## config.mk

```make
export PLATFORM = sky130hd
export DESIGN_NAME = multi_debouncer_fsm
export DESIGN_NICKNAME = d
export VERILOG_FILES = /design/src/rtl/debounce_pkg.sv /design/src/rtl/debounce_channel.sv /design/src/rtl/multi_debouncer_fsm.sv
export SDC_FILE = /design/constraint.sdc
export NUM_CORES = 1
export LEC_CHECK = 0
export CORE_ASPECT_RATIO = 1.4
export CORE_MARGIN = 1
export CORE_UTILIZATION = 59
export CTS_CLUSTER_DIAMETER = 200
export DETAILED_ROUTE_END_ITERATION = 16
export PLACE_DENSITY = 0.8
export SLEW_MARGIN = 0
export SYNTH_ARGS = -nofsm -noshare
export SYNTH_HDL_FRONTEND = slang
export SYNTH_HIERARCHICAL = 1
export SYNTH_SLANG_ARGS = --single-unit
```

## constraint.sdc

```tcl
create_clock -name clk -period 3.3 [get_ports clk]
set_input_delay 0.66 -clock clk [delete_from_list [all_inputs] [get_ports clk]]
set_output_delay 0.66 -clock clk [all_outputs]
set_load 0.01 [all_outputs]
```

## src/rtl/debounce_pkg.sv

```systemverilog
// Shared definitions for the multi-channel switch debouncer.
//   - 3-bit state encoding shared by both response modes
//   - mode selectors (early / delayed)
//   - width of the per-channel tick counter
//   - db_level(): the debounced output level held in each state
package debounce_pkg;

  typedef logic [2:0] state_t;

  // The counting states share an encoding between modes; only their
  // db level and their reaction to the synchronised input differ.
  localparam state_t ZERO      = 3'd0;
  localparam state_t RISE_LOCK = 3'd1;
  localparam state_t RISE_WAIT = 3'd1;
  localparam state_t ONE       = 3'd2;
  localparam state_t FALL_LOCK = 3'd3;
  localparam state_t FALL_WAIT = 3'd3;

  localparam int MODE_EARLY   = 0;
  localparam int MODE_DELAYED = 1;

  localparam int CNT_W = 4;

  // Early mode shows the new level during the lockout; delayed mode keeps
  // the old level until the input has proven stable. Illegal codes read 0.
  function automatic logic db_level(input state_t st, input int mode);
    logic lvl;
    case (st)
      RISE_LOCK: lvl = (mode == MODE_EARLY);
      ONE:       lvl = 1'b1;
      FALL_LOCK: lvl = (mode == MODE_DELAYED);
      default:   lvl = 1'b0;
    endcase
    return lvl;
  endfunction

endpackage

```

## src/rtl/debounce_channel.sv

```systemverilog
// One debouncer channel: two-flop synchroniser, debounce FSM, tick counter
// and registered outputs.
// Ports:
//   clk     system clock
//   reset_n asynchronous active-low reset
//   sw      raw asynchronous switch input
//   m_tick  shared one-cycle tick strobe
//   db      debounced level (registered)
//   rise    one-cycle pulse on db 0->1 (registered)
//   fall    one-cycle pulse on db 1->0 (registered)
module debounce_channel
  import debounce_pkg::*;
#(
  parameter int MODE    = MODE_EARLY,
  parameter int N_TICKS = 3
) (
  input  logic clk,
  input  logic reset_n,
  input  logic sw,
  input  logic m_tick,
  output logic db,
  output logic rise,
  output logic fall
);

  localparam logic [CNT_W-1:0] CNT_LAST = CNT_W'(N_TICKS - 1);

  logic             s_p0;
  logic             s_p1;
  state_t           state;
  state_t           state_next;
  logic [CNT_W-1:0] cnt;
  logic             tick_done;
  logic             db_cur;
  logic             db_next;
  logic             rise_next;
  logic             fall_next;

  assign tick_done = m_tick && (cnt == CNT_LAST);

  // Stage p0/p1: synchroniser; then FSM state, tick counter and outputs
  always_ff @(posedge clk or negedge reset_n) begin
    if (!reset_n) begin
      s_p0  <= 1'b0;
      s_p1  <= 1'b0;
      state <= ZERO;
      cnt   <= '0;
      db    <= 1'b0;
      rise  <= 1'b0;
      fall  <= 1'b0;
    end else begin
      s_p0  <= sw;
      s_p1  <= s_p0;
      state <= state_next;
      // Any state change restarts the count, so a tick landing on the
      // entry cycle of a counting state (or on an abort) is discarded.
      if (state_next != state) begin
        cnt <= '0;
      end else if (m_tick && ((state == RISE_LOCK) || (state == FALL_LOCK))) begin
        cnt <= cnt + CNT_W'(1);
      end
      db    <= db_next;
      rise  <= rise_next;
      fall  <= fall_next;
    end
  end

  always_comb begin
    state_next = state;
    case (state)
      ZERO: begin
        if (s_p1) state_next = RISE_LOCK;
      end
      RISE_LOCK: begin
        // In delayed mode an input drop aborts, and outranks a tick.
        if ((MODE == MODE_DELAYED) && !s_p1) state_next = ZERO;
        else if (tick_done)                  state_next = ONE;
      end
      ONE: begin
        if (!s_p1) state_next = FALL_LOCK;
      end
      FALL_LOCK: begin
        if ((MODE == MODE_DELAYED) && s_p1) state_next = ONE;
        else if (tick_done)                 state_next = ZERO;
      end
      default: state_next = ZERO;
    endcase
  end

  // Outputs are decoded from next vs current state so the pulse lands in
  // the first cycle of the new db level.
  always_comb begin
    db_cur    = db_level(state, MODE);
    db_next   = db_level(state_next, MODE);
    rise_next = db_next & ~db_cur;
    fall_next = ~db_next & db_cur;
  end

endmodule

```

## src/rtl/multi_debouncer_fsm.sv

```systemverilog
// N-channel switch debouncer with a shared free-running tick generator.
// Ports:
//   clk     system clock
//   reset_n asynchronous active-low reset
//   sw      raw asynchronous switch inputs, one per channel
//   db      debounced levels (registered)
//   rise    one-cycle pulses on db 0->1
//   fall    one-cycle pulses on db 1->0
module multi_debouncer_fsm
  import debounce_pkg::*;
#(
  parameter int N_CH      = 4,
  parameter int TICK_BITS = 19,
  parameter int N_TICKS   = 3,
  parameter int MODE      = MODE_EARLY
) (
  input  logic            clk,
  input  logic            reset_n,
  input  logic [N_CH-1:0] sw,
  output logic [N_CH-1:0] db,
  output logic [N_CH-1:0] rise,
  output logic [N_CH-1:0] fall
);

  logic [TICK_BITS-1:0] q;
  logic                 m_tick;

  // Tick generator: wraps every 2^TICK_BITS cycles
  always_ff @(posedge clk or negedge reset_n) begin
    if (!reset_n) begin
      q <= '0;
    end else begin
      q <= q + TICK_BITS'(1);
    end
  end

  assign m_tick = &q;

  for (genvar i = 0; i < N_CH; i++) begin : g_ch
    debounce_channel #(
      .MODE    (MODE),
      .N_TICKS (N_TICKS)
    ) u_ch (
      .clk     (clk),
      .reset_n (reset_n),
      .sw      (sw[i]),
      .m_tick  (m_tick),
      .db      (db[i]),
      .rise    (rise[i]),
      .fall    (fall[i])
    );
  end

endmodule

```

Word level (Yosys, flattened, before mapping)
Cells that the tools add are included.
{"block": "totals", "register_bits": 67, "input_bits": 6, "elab_cells": 143}
{"block": "classes", "addsub": 5, "n_eq_ne": 28, "mux": 36, "bitwise_logic": 16, "reduce_logical": 29}
{"op": "3-bit two-way mux", "n": 16}
{"op": "3-bit case mux with 4 select lines", "n": 4}
{"op": "3-bit by 2-bit equality test with 1-bit output, second input constant", "n": 12}
{"op": "4-bit two-way mux", "n": 8}
{"op": "3-bit by 1-bit equality test with 1-bit output, second input constant", "n": 8}
{"op": "19-bit by 1-bit adder with 19-bit output, second input constant", "n": 1}
{"op": "19-bit AND reduction", "n": 1}
{"op": "4-bit by 1-bit adder with 4-bit output, second input constant", "n": 4}
{"op": "4-bit by 2-bit equality test with 1-bit output, second input constant", "n": 4}
{"op": "2-bit OR reduction", "n": 8}
{"op": "3-bit logical NOT", "n": 4}
{"op": "3-bit != test", "n": 4}
{"op": "1-bit AND", "n": 8}
{"op": "1-bit logical AND", "n": 8}
{"op": "1-bit two-way mux", "n": 8}
{"op": "1-bit inverter", "n": 8}
{"op": "2-bit nonzero test", "n": 4}
{"op": "1-bit logical OR", "n": 4}

Longest topological paths before layout
{"block": "depth", "word_depth": 9, "mapped_depth": 8, "depth_no_buf": 8}

By module
The synthesis kept the hierarchy.
{"module": "debounce_channel", "instances": 4, "cells_each": 44, "area_each_um2": 541.8, "seq_area_each_um2": 300.3}
{"module": "multi_debouncer_fsm", "instances": 1, "cells_each": 70, "area_each_um2": 850.8, "seq_area_each_um2": 475.5}

Worst setup path after synthesis
Ideal clock, no wire load.
{"block": "synth_timing", "path_kind": "register to register", "startpoint": "register q[0]", "endpoint": "register g_ch[0].u_ch.cnt[3]", "setup_time_ps": 87, "arrival_ps": 2490, "t_required_ps": 3213, "slack_ps": 724, "path_stages_with_launch": 9, "n_path_buf": 0, "period_less_slack_ps": 2576, "path_cell_list": "dfrtp_1 > ha_1 > nand4_1 > nor2_1 > nand3_1 > nor2_1 > nand3b_4 > or3_1 > a211oi_2"}
{"block": "synth_between", "elab_chain_len": 6}
{"item": "start: declaration", "line": "multi_debouncer_fsm.sv:25", "source": "logic [TICK_BITS-1:0] q;"}
{"item": "start signal: assignment", "line": "multi_debouncer_fsm.sv:33", "source": "q <= q + TICK_BITS'(1);"}
{"item": "19-bit AND reduction *", "line": "multi_debouncer_fsm.sv:37", "source": "assign m_tick = &q;"}
{"item": "via m_tick", "line": "multi_debouncer_fsm.sv:26", "source": "logic m_tick;"}
{"item": "1-bit logical AND", "line": "debounce_channel.sv:39", "source": "assign tick_done = m_tick && (cnt == CNT_LAST);"}
{"item": "3-bit two-way mux, on equally long branches", "line": "debounce_channel.sv:84, debounce_channel.sv:77"}
{"item": "3-bit case mux with 4 select lines", "line": "debounce_channel.sv:70", "source": "case (state)"}
{"item": "3-bit != test", "line": "debounce_channel.sv:57", "source": "if (state_next != state) begin"}
{"item": "4-bit two-way mux or 2-bit nonzero test (tied branches)"}
{"item": "end signal: assignment", "line": "debounce_channel.sv:60", "source": "cnt <= cnt + CNT_W'(1);"}
{"item": "end: declaration", "line": "debounce_channel.sv:32", "source": "logic [CNT_W-1:0] cnt;"}
The timed path passes the listed nets; every way through them passes the cells marked *.
A chain may end at the register's enable or synchronous reset.

Worst setup path in the final report
Same ends and word-level chain as after synthesis.

==> metrics <==
Synth Warn # 6; Final Skew ~0.006 ns; top-area cell type share of the netlist area between 50 and 60%; layout cells sized above 1 between 10% and 20%; Final Max Tran Viols 0; outcome finished clean; CP cell instances ha_1 -> nand4_1 -> nor2_1 -> nand3_1 -> nor2_1 -> buf_4 -> nand3b_4 -> or3_1 -> a211oi_2; maximum clock rate 445 MHz; TNS Setup 0 ns; core area a little under 5000 sq um; Most common cell on crit path nor2_1; Hold Vio Cnt, Final 0; Final nets 288; number of CTS-inserted buffers 9; CTS root buf clkbuf_8; cts hold-fix bufs 0; chip width 62.4 um; synthesized area 3020 sq um; Post-synth top cells dfrtp_1, nor2_1, xor2_1; period utilization 68.1%; # fillers 354; Final Non-Filler Cells 342; Setup Buffers After CTS 0; antenna-violating nets left 0; leakage about 0.0017 uW; largest cells by area after synthesis dfrtp_1, xor2_1, ha_1; DR DRC count 0; crit path launch q[0]; vias in the first global route 1886; register area share after synthesis between 50% and 60%; total congestion overflow 0; Yosys reg bits between 60 and 70; Mapped Cells 246; initial core utilization between 60% and 70%; gr usage total 20.1%; first-pass GRT wire length 8280 um; final core utilization between 60% and 70%; peak fanout along the critical path 12; I/O Buffers 17; CP arrival roughly 2.5 ns; Slowest-stage cell, CP dfrtp_1; Peak VDD IR approximately 350 uV; Die ar. 5410 sq um; vias per inst 5.34; Setup CP Type flop to flop; Post-synth ARST share between 90% and 100%; Sink Count 67; DP HPWL 3270 um; ANT cells 0; Reg clk slew, reported paths roughly 0.070 ns; RSZ-0062 raised after global routing no; initial antenna violation count 0; area grow syn2layout 13.0%; Clk Latency, worst-skew pair 0.33 ns; most frequent cell after synthesis dfrtp_1; Hold WC Path Type input port to asynchronous set/reset pin; fin crit period about 2.2 ns; Power Density roughly 440 nW/um^2; Iter 0 DRT Violations 76; CP required approximately 3.6 ns; Yosys cell types 30; Post-CTS Resized 0; Vias 1826; drt pass-1 iters 4; final setup fails 0; final wirelength 4690 um; I/O pins 18; CTS tree built; Buf/Inv on CP 1; placed cells 326; Top Family by Delay on Critical Path simple AND/OR/NAND/NOR gates; syn_area_per_cell 12.3 sq um; Die Span Y 86.6 um; H-tree levels 3; number of core rows 30; Post-synth EDFFs 0; Bufs on Longest Clock Path 2; Max Cap Viol 0; largest net degree at the start of global routing 30; Post-synth top flop dfrtp_1; worst r2r src q[0]; wire length per cell 13.7 um; crit end category flop; largest area contributor in the netlist dfrtp_1; global placement routability congestion ~0.75; max incr delay on CP ~0.41 ns; Synth Net Count ~260; Worst Setup Start Kind flop
## cell families (layout without fill, tap and decap cells)
family | count (synthesis) | count (layout) | share of synthesized area (%)
compound gates | 20 | 20 | 5.14
xor+xnor | 29 | 29 | 8.42
fa+ha+maj | 9 | 9 | 3.73
buf+inv | 19 | 51 | 3.36
flops | 67 | 67 | 55.6
mux | 8 | 8 | 2.65
other cells | 4 | 4 | 0.497
simple gates | 90 | 90 | 20.6
## area by class of cell
class / instances / area, sq um / area share [%]
timing repair buffer: 20 / 188 / 5.50
clock buffer: 9 / 124 / 3.63
tap: 64 / 80.1 / 2.35
multi-input combinational: 160 / 1240 / 36.4
inverter: 15 / 56.3 / 1.65
sequential: 67 / 1680 / 49.2
clock inverter: 7 / 45.0 / 1.32
## registers in the layout (all words and copies together) (netlist names)
signal,count
g_ch.u_ch/fall,4
g_ch.u_ch/rise,4
g_ch.u_ch/state,12
g_ch.u_ch/s_p0,4
g_ch.u_ch/db,4
g_ch.u_ch/cnt,16
q,19
g_ch.u_ch/s_p1,4
## report_power, final
part | total [uW] | internal [uW] | switching [uW]
registers | 857 | 837 | 19.5
logic | 65.9 | 31.3 | 34.6
clock network | 572 | 269 | 303
total | 1490 | 1140 | 357
## layout by cell type (no fill, tap or decap), types with 5 or more instances in the layout
master,count
xnor2_1,12
o21ai_0,8
inv_1,15
mux2i_1,8
ha_1,9
nand4b_1,8
or3_1,8
nand3_1,8
nor3_1,13
xor2_1,17
dfrtp_1,67
clkbuf_8,9
clkdlybuf4s50_1,16
nand2_1,5
nor2_1,19
## worst paths after layout
path / slack [ns] / endpoint / cells after the start
max in group asynchronous: 2.32 / g_ch[2].u_ch/fall / 2
min in group clk: 0.35 / g_ch[1].u_ch/s_p1 / 0
min reg2reg: 0.35 / g_ch[1].u_ch/s_p1 / 0
min: 0.27 / g_ch[3].u_ch/rise / 1
max: 1.05 / g_ch[0].u_ch/cnt[3] / 9
max reg2reg: 1.05 / g_ch[0].u_ch/cnt[3] / 9
## routing by layer
| layer | up-vias | share of wire [%] | GRT usage (%) |
|---|---|---|---|
| li1 | 905 | - | - |
| met1 | 894 | 44 | 22.8 |
| met2 | 25 | 53 | 35.4 |
| met3 | 2 | 2.4 | 5.13 |
| met4 | 0 | 0.53 | 9.51 |
| met5 | - | 0 | 0 |
## through the flow
step           setup WS [ns]  hold slack, ns  total power (uW)  cell area (sq um)
6_report                1.05           0.271              1490               3410
5_1_grt                0.866           0.287              1560               3410
4_1_cts                 1.04           0.267              1520               3410
3_5_place_dp            1.05           0.336               940               3240
3_3_place_gp            1.12           0.331               938               3240
2_1_floorplan          0.724           0.331               904               3020
(Power assumes the default switching activity.)
